## config.mk

```make
export PLATFORM = sky130hd
export DESIGN_NAME = bpuf_crp_ctrl
export DESIGN_NICKNAME = d
export VERILOG_FILES = /design/src/rtl/bpuf_pkg.sv /design/src/rtl/bpuf_hd_calc.sv /design/src/rtl/bpuf_crp_ctrl.sv
export SDC_FILE = /design/constraint.sdc
export NUM_CORES = 1
export LEC_CHECK = 0
export ABC_CLOCK_PERIOD_IN_PS = 11000
export CAP_MARGIN = 20
export CORE_ASPECT_RATIO = 1.1
export CORE_MARGIN = 2
export CORE_UTILIZATION = 51
export CTS_CLUSTER_DIAMETER = 200
export DETAILED_ROUTE_END_ITERATION = 16
export PLACE_DENSITY_LB_ADDON = 0.15
export SYNTH_ARGS = -nofsm -noshare
export SYNTH_HDL_FRONTEND = slang
export SYNTH_HIERARCHICAL = 1
export SYNTH_SLANG_ARGS = --single-unit
```

## constraint.sdc

```tcl
create_clock -name clk -period 11 [get_ports clk]
set_input_delay 2.2 -clock clk [delete_from_list [all_inputs] [get_ports clk]]
set_output_delay 2.2 -clock clk [all_outputs]
set_load 0.01 [all_outputs]
```

## src/rtl/bpuf_pkg.sv

```systemverilog
// bpuf_pkg: shared types and helpers for the butterfly-PUF challenge/response
// control slice.
//   crp_state_t  - sequencer state encoding
//   BPUF_CHAL_W  - default PUF challenge width
//   BPUF_RESP_W  - default PUF response width
//   BPUF_POP_W   - widest vector popcount() accepts
//   popcount()   - number of set bits in a vector of up to BPUF_POP_W bits
package bpuf_pkg;

   localparam int BPUF_CHAL_W = 19;
   localparam int BPUF_RESP_W = 19;
   localparam int BPUF_POP_W  = 32;

   typedef enum logic [2:0] {
      IDLE    = 3'd0,
      APPLY   = 3'd1,
      SETTLE  = 3'd2,
      CAPTURE = 3'd3,
      COMPARE = 3'd4,
      DONE    = 3'd5
   } crp_state_t;

   function automatic int unsigned popcount(input logic [BPUF_POP_W-1:0] v);
      int unsigned n;
      n = 0;
      for (int unsigned i = 0; i < BPUF_POP_W; i++) begin
         n += 32'(v[i]);
      end
      return n;
   endfunction

endpackage

```

## src/rtl/bpuf_hd_calc.sv

```systemverilog
// bpuf_hd_calc: combinational Hamming distance between a captured response and
// the enrolled golden response, plus the threshold compare.
// Ports:
//   resp      in  RESP_W : captured PUF response
//   golden    in  RESP_W : enrolled golden response
//   threshold in  HD_W   : largest distance still counted as a match
//   hd        out HD_W   : popcount(resp ^ golden)
//   match     out 1      : hd <= threshold
module bpuf_hd_calc
   import bpuf_pkg::*;
#(
   parameter int RESP_W = BPUF_RESP_W,
   parameter int HD_W   = 5
) (
   input  logic [RESP_W-1:0] resp,
   input  logic [RESP_W-1:0] golden,
   input  logic [HD_W-1:0]   threshold,
   output logic [HD_W-1:0]   hd,
   output logic              match
);

   logic [BPUF_POP_W-1:0] diff;

   always_comb begin
      diff             = '0;
      diff[RESP_W-1:0] = resp ^ golden;
      // Distance never exceeds RESP_W, which fits in HD_W bits.
      hd               = HD_W'(popcount(diff));
      match            = (hd <= threshold);
   end

endmodule

```

## src/rtl/bpuf_crp_ctrl.sv

```systemverilog
// bpuf_crp_ctrl: challenge/response sequencer for the butterfly-PUF core.
// Latches challenge, golden response and mode, applies the challenge, waits
// SETTLE_CYC cycles, captures the response, then reports response, Hamming
// distance to golden and a threshold match flag with a one-cycle done pulse.
// Optional build macro: BPUF_CRP_MAJORITY_EN - capture three consecutive
// samples and keep the bitwise 2-of-3 majority (adds two cycles of latency).
// Ports:
//   clk, reset_n (async, active low)
//   start, chal_in, golden_in, user_in : request and its operands (IDLE only)
//   threshold                          : max HD counted as match
//   puf_chal, puf_enable, puf_user     : drive to PUF core
//   puf_resp                           : PUF core response
//   busy, done, resp_out, hd_out, match: status and held results
module bpuf_crp_ctrl
   import bpuf_pkg::*;
#(
   parameter int CHAL_W     = BPUF_CHAL_W,
   parameter int RESP_W     = BPUF_RESP_W,
   parameter int SETTLE_CYC = 8,
   parameter int HD_W       = 5
) (
   input  logic              clk,
   input  logic              reset_n,
   input  logic              start,
   input  logic [CHAL_W-1:0] chal_in,
   input  logic [RESP_W-1:0] golden_in,
   input  logic [1:0]        user_in,
   input  logic [HD_W-1:0]   threshold,
   output logic [CHAL_W-1:0] puf_chal,
   output logic              puf_enable,
   output logic [1:0]        puf_user,
   input  logic [RESP_W-1:0] puf_resp,
   output logic              busy,
   output logic              done,
   output logic [RESP_W-1:0] resp_out,
   output logic [HD_W-1:0]   hd_out,
   output logic              match
);

   if (SETTLE_CYC < 1 || SETTLE_CYC > 255) begin : g_bad_settle
      $error("bpuf_crp_ctrl: SETTLE_CYC must be in 1..255");
   end
   if ((1 << HD_W) <= RESP_W) begin : g_bad_hd_w
      $error("bpuf_crp_ctrl: HD_W too narrow for RESP_W");
   end
   if (RESP_W > BPUF_POP_W) begin : g_bad_resp_w
      $error("bpuf_crp_ctrl: RESP_W exceeds popcount width");
   end

   crp_state_t        state;
   logic [7:0]        cnt;
   logic [RESP_W-1:0] golden_q;
   logic [HD_W-1:0]   hd_c;
   logic              match_c;

`ifdef BPUF_CRP_MAJORITY_EN
   logic [1:0]        cap_cnt;
   logic [RESP_W-1:0] samp0;
   logic [RESP_W-1:0] samp1;
`endif

   bpuf_hd_calc #(
      .RESP_W (RESP_W),
      .HD_W   (HD_W)
   ) u_hd (
      .resp      (resp_out),
      .golden    (golden_q),
      .threshold (threshold),
      .hd        (hd_c),
      .match     (match_c)
   );

   // puf_chal/puf_user double as the latched challenge and mode registers.
   always_ff @(posedge clk or negedge reset_n) begin
      if (!reset_n) begin
         state      <= IDLE;
         cnt        <= '0;
         golden_q   <= '0;
         puf_chal   <= '0;
         puf_user   <= '0;
         puf_enable <= 1'b0;
         busy       <= 1'b0;
         done       <= 1'b0;
         resp_out   <= '0;
         hd_out     <= '0;
         match      <= 1'b0;
`ifdef BPUF_CRP_MAJORITY_EN
         cap_cnt    <= '0;
         samp0      <= '0;
         samp1      <= '0;
`endif
      end else begin
         done <= 1'b0;
         case (state)
            IDLE: begin
               if (start) begin
                  puf_chal   <= chal_in;
                  golden_q   <= golden_in;
                  puf_user   <= user_in;
                  puf_enable <= 1'b1;
                  busy       <= 1'b1;
                  state      <= APPLY;
               end
            end
            APPLY: begin
               cnt   <= 8'(SETTLE_CYC - 1);
               state <= SETTLE;
            end
            SETTLE: begin
               if (cnt == '0) begin
                  state <= CAPTURE;
`ifdef BPUF_CRP_MAJORITY_EN
                  cap_cnt <= '0;
`endif
               end else begin
                  cnt <= cnt - 8'd1;
               end
            end
            CAPTURE: begin
`ifdef BPUF_CRP_MAJORITY_EN
               case (cap_cnt)
                  2'd0: begin
                     samp0   <= puf_resp;
                     cap_cnt <= 2'd1;
                  end
                  2'd1: begin
                     samp1   <= puf_resp;
                     cap_cnt <= 2'd2;
                  end
                  default: begin
                     // Third sample is used live rather than stored.
                     resp_out   <= (samp0 & samp1) | (samp0 & puf_resp) |
                                   (samp1 & puf_resp);
                     puf_enable <= 1'b0;
                     state      <= COMPARE;
                  end
               endcase
`else
               resp_out   <= puf_resp;
               puf_enable <= 1'b0;
               state      <= COMPARE;
`endif
            end
            COMPARE: begin
               hd_out <= hd_c;
               match  <= match_c;
               done   <= 1'b1;
               state  <= DONE;
            end
            DONE: begin
               busy  <= 1'b0;
               state <= IDLE;
            end
            default: begin
               busy       <= 1'b0;
               puf_enable <= 1'b0;
               state      <= IDLE;
            end
         endcase
      end
   end

endmodule

```

Yosys cells after proc, flatten, opt, wreduce, memory -nomap -nowiden
Cells that the tools add are included.
{"block": "totals", "register_bits": 79, "output_inout_bits": 49}
{"block": "op_classes", "n_bitwise": 3, "n_reduce_logical": 10, "n_mux": 9, "n_eq_ne": 8, "order_cmp": 1, "addsub": 19}
{"op": "5-bit by 1-bit adder with 5-bit output", "count": 17}
{"op": "19-bit bitwise XOR", "count": 1}
{"op": "8-bit case mux with 2 select lines", "count": 1}
{"op": "3-bit case mux with 5 select lines", "count": 1}
{"op": "2-bit AND reduction", "count": 5}
{"op": "8-bit zero test", "count": 1}
{"op": "8-bit two-way mux", "count": 1}
{"op": "4-bit OR reduction", "count": 2}
{"op": "8-bit by 1-bit subtractor with 8-bit output, second input constant", "count": 1}
{"op": "3-bit by 2-bit equality test with 1-bit output, second input constant", "count": 2}
{"op": "3-bit equality test, second input constant", "count": 2}
{"op": "3-bit two-way mux", "count": 2}
{"op": "2-bit inequality test, second input constant", "count": 3}
{"op": "5-bit <= comparator", "count": 1}
{"op": "1-bit case mux with 2 select lines", "count": 2}
{"op": "3-bit by 1-bit equality test with 1-bit output, second input constant", "count": 1}
{"op": "3-bit zero test", "count": 1}
{"op": "1-bit by 1-bit adder with 2-bit output", "count": 1}
{"op": "1-bit two-way mux", "count": 2}
{"op": "1-bit NOT", "count": 2}
{"op": "2-bit nonzero test", "count": 1}

Depth between registers and ports, before layout
{"block": "depth", "word_depth": 20, "ltp_mapped": 19, "mapped_depth_nobuf": 19}

Modules after synthesis
Netlist, hierarchy kept.
{"module": "bpuf_crp_ctrl", "cells_each": 211, "instances": 1, "seq_area_each_um2": 1976.9, "area_each_um2": 3139.3}
{"module": "bpuf_hd_calc", "cells_each": 78, "instances": 1, "seq_area_each_um2": 0.0, "area_each_um2": 740.7}

Least setup slack after synthesis
Ideal clock, no wire load.
{"block": "synth_path", "path_type": "register to register", "from": "register resp_out[0]", "to": "register match", "path_slack_ns": 5.756, "required_time_ns": 10.875, "arrival_ns": 5.120, "stages_incl_launch_ff": 17, "setup_time_ns": 0.125, "synth_period_minus_slack_ns": 5.244, "path_cell_list": "dfrtp_1 xnor2_1 fa_1 inv_1 fa_1 fa_1 inv_1 fa_1 fa_1 fa_1 fa_1 xnor2_1 ha_1 nand4_1 o221ai_1 o21ai_0 mux2_2"}
{"block": "synth_via", "elab_chain_cells": 20}
{"item": "start: declaration", "line_no": "bpuf_crp_ctrl.sv:35", "source": "output logic [RESP_W-1:0] resp_out,"}
{"item": "start signal: assignment", "line_no": "bpuf_crp_ctrl.sv:139", "source": "resp_out <= puf_resp;"}
{"item": "19-bit bitwise XOR", "line_no": "bpuf_hd_calc.sv:26", "source": "diff[RESP_W-1:0] = resp ^ golden;"}
{"item": "1-bit by 1-bit adder with 2-bit output", "line_no": "bpuf_pkg.sv:27", "source": "n += 32'(v[i]);"}
{"item": "5-bit by 1-bit adder with 5-bit output (17 in a row)", "line_no": "bpuf_pkg.sv:27"}
{"item": "named net hd_c[2]", "line_no": "bpuf_crp_ctrl.sv:53", "source": "logic [HD_W-1:0] hd_c;"}
{"item": "5-bit <= comparator", "line_no": "bpuf_hd_calc.sv:29", "source": "match = (hd <= threshold);"}
{"item": "named net match_c", "line_no": "bpuf_crp_ctrl.sv:54", "source": "logic match_c;"}
{"item": "end signal: assignment", "line_no": "bpuf_crp_ctrl.sv:146", "source": "match <= match_c;"}
{"item": "end: declaration", "line_no": "bpuf_crp_ctrl.sv:37", "source": "output logic match"}
The timed path passes the listed nets, and every way through them passes these cells.
A chain may end at the register's enable or synchronous reset.

Worst setup path in the final report
Ends and elaborated chain as after synthesis.

==> impl_metrics.json <==
{
  "status": "finished clean",
  "avgRoutedWirePerCell_um": 14.8,
  "layout_commonest_cell": "clkdlybuf4s50_1",
  "clkTransAtPathRegs_ns": 0.08,
  "grt_max_degree": 80,
  "ant_nets": 0,
  "timing.fmax_ghz": 0.187,
  "cts_max_level": 3,
  "std_cell_rows": 33,
  "syn_inst": 289,
  "cts_tree": "yes",
  "clk-insertion-delay-late_ns": 0.34,
  "die_y_um": 95.5,
  "gp_congestion": 0.763,
  "drc": 0,
  "antenna_found_initial": 0,
  "drive_gt1_share_pct": 20.2,
  "final.setup.tns_ns": 0,
  "syn_to_final_growth_pct": 37.2,
  "fin_worst_skew_ns": 0.0117,
  "slew-limit-headroom_pct": 28.7,
  "syn_avg_cell_area_um2": 13.4,
  "path_class": "flop to flop",
  "layout_setup_ws_ns": 5.67,
  "dieWidth_um": 87.2,
  "vias": 2545,
  "cts.sinks": 79,
  "synth_flop_cell": "dfrtp_1",
  "synth_area_leaders": "dfrtp_1 (51%), mux2_2 (17%), fa_1 (6.7%)",
  "cp.arrival_ns": 5.56,
  "first_iter_violations": 54,
  "floorplan.initialDensity_pct": 52.2,
  "ys_seq_area_share_pct": 51.0,
  "root_buffer": "clkbuf_8",
  "port_buffers": 115,
  "maxCapViolations": 0,
  "core_mm2": 0.00743,
  "netlist.area_leader.share_pct": 51.0,
  "ys_async_sr_fraction_pct": 100,
  "synth_area_mm2": 0.00388,
  "cts_buffer_depth": 2,
  "most-common-layout-cells": "clkdlybuf4s50_1 (114), dfrtp_1 (79), mux2_2 (59)",
  "final_nets": 499,
  "grtUsageTotal_pct": 18.0,
  "crit_fanout": 3,
  "startpoint_type": "flop",
  "synth_cell_types": 36,
  "worstMarginPinSlew_ns": 1.07,
  "synth-seq-cells": 79,
  "maxSlewViolCount": 0,
  "cts_setup_buffers": 0,
  "hold_buffers": 0,
  "endpoint_kind": "flop",
  "ios": 116,
  "dp_slack_ns": 5.63,
  "hold_path.class": "flop to flop",
  "cts_resized": 0,
  "grt_pass1_wl_um": 11400,
  "whs_ns": 0.493,
  "synth_edf_count": 0,
  "yosysTopAreaCell": "dfrtp_1",
  "cts_buffers": 9,
  "ys_warn_count": 6,
  "final-setup-viol-count": 0,
  "dieArea_mm2": 0.00832,
  "required_ns": 11.23,
  "fin_crit_sh_pct": 48.5,
  "hold_viol_final": 0,
  "wl_um": 7380,
  "viasPerCell": 5.11,
  "synth_nets": 382,
  "fin_util_pct": 71.6,
  "dr.pass1.iters": 4,
  "rsz0062_at_grt": "no",
  "dp_hpwl_um": 5320,
  "fin_crit_ns": 5.33,
  "grt_overflow": 0,
  "num_antenna_cells": 0,
  "grt_pass1_vias": 2558
}
final timing paths:
kind,startpoint,end,slack (ns),cells after the start
worst max-delay path,resp_out[0],match,5.67,18
worst min-delay path,puf_chal[2],puf_chal[2],0.49,1
worst max register to register,resp_out[0],match,5.67,18
worst min register to register,puf_chal[2],puf_chal[2],0.49,1
max in group asynchronous,reset_n,puf_chal[9],8.66,2
min in group asynchronous,reset_n,hd_out[1],1.77,1
cells by family (layout without fill, tap and decap cells):
family	after synthesis	after routing	synth area share, %
flip-flops	79	79	51.0
multiplexers	67	67	19.4
AND/OR/NAND/NOR	40	40	5.68
buffers and inverters	34	156	4.48
adder cells (fa/ha/maj)	26	26	10.9
AO/OA/AOI/OAI	22	22	3.87
XOR/XNOR	21	21	4.74
cells in the mapped netlist, types with 2 or more instances:
cell type	n
fa_1	13
mux2_2	59
dfrtp_1	79
nor2b_1	3
nand3_1	3
nand3b_1	2
buf_6	5
inv_1	24
nand4_1	2
nand2b_1	2
mux2_1	6
nand2_1	9
o21ai_0	6
buf_2	4
xor2_1	7
nor2_1	7
and2_1	2
a21o_1	2
xnor2_1	14
mux2i_1	2
nor3_1	5
a21oi_1	7
ha_1	13
stage by stage:
stage	instance area, um^2	std cells
final	5320	498
after global routing	5320	498
after global placement	5050	481
after floorplan	3880	289
after CTS	5300	497
after detailed placement	5050	481
worst max-delay path: stages, from the launching register on:
cell and delay (ns):
dfrtp_1 0.40, xnor2_1 0.15, fa_1 0.54, inv_1 0.05
fa_1 0.50, fa_1 0.54, inv_1 0.05, fa_1 0.50
fa_1 0.53, fa_1 0.46, fa_1 0.41, nor2b_1 0.12
o21ai_0 0.08, nand2b_1 0.10, ha_1 0.17, nand4_1 0.10
o221ai_1 0.17, o21ai_0 0.10, mux2_2 0.26
area by class of cell:
class                   instances  area [um^2]
fillers                       513         2110
multi-input cells             176         1730
flip-flops and latches         79         1980
clock inverters                 5         88.8
inverters                      24         90.1
repair buffers                116         1180
well taps                      87          109
clock buffers                  11          151
layer usage:
layer | routed length (um) | vias up | GRT usage (%)
li1 | - | 1208 | -
met1 | 3010 | 1252 | 21.4
met2 | 3720 | 75 | 30.2
met3 | 523 | 10 | 6.06
met4 | 127 | 0 | 6.79
met5 | 0 | - | 0
state kept, by name, indices dropped and copies added, names as in the netlist:
name and flops:
busy 1, state 3, golden_q 19, puf_enable 1, cnt 8, done 1
match 1, resp_out 19, puf_chal 19, hd_out 5, puf_user 2
Power is not shown: default switching activity piles up to over one toggle a cycle in this logic, so the estimate is an artifact.
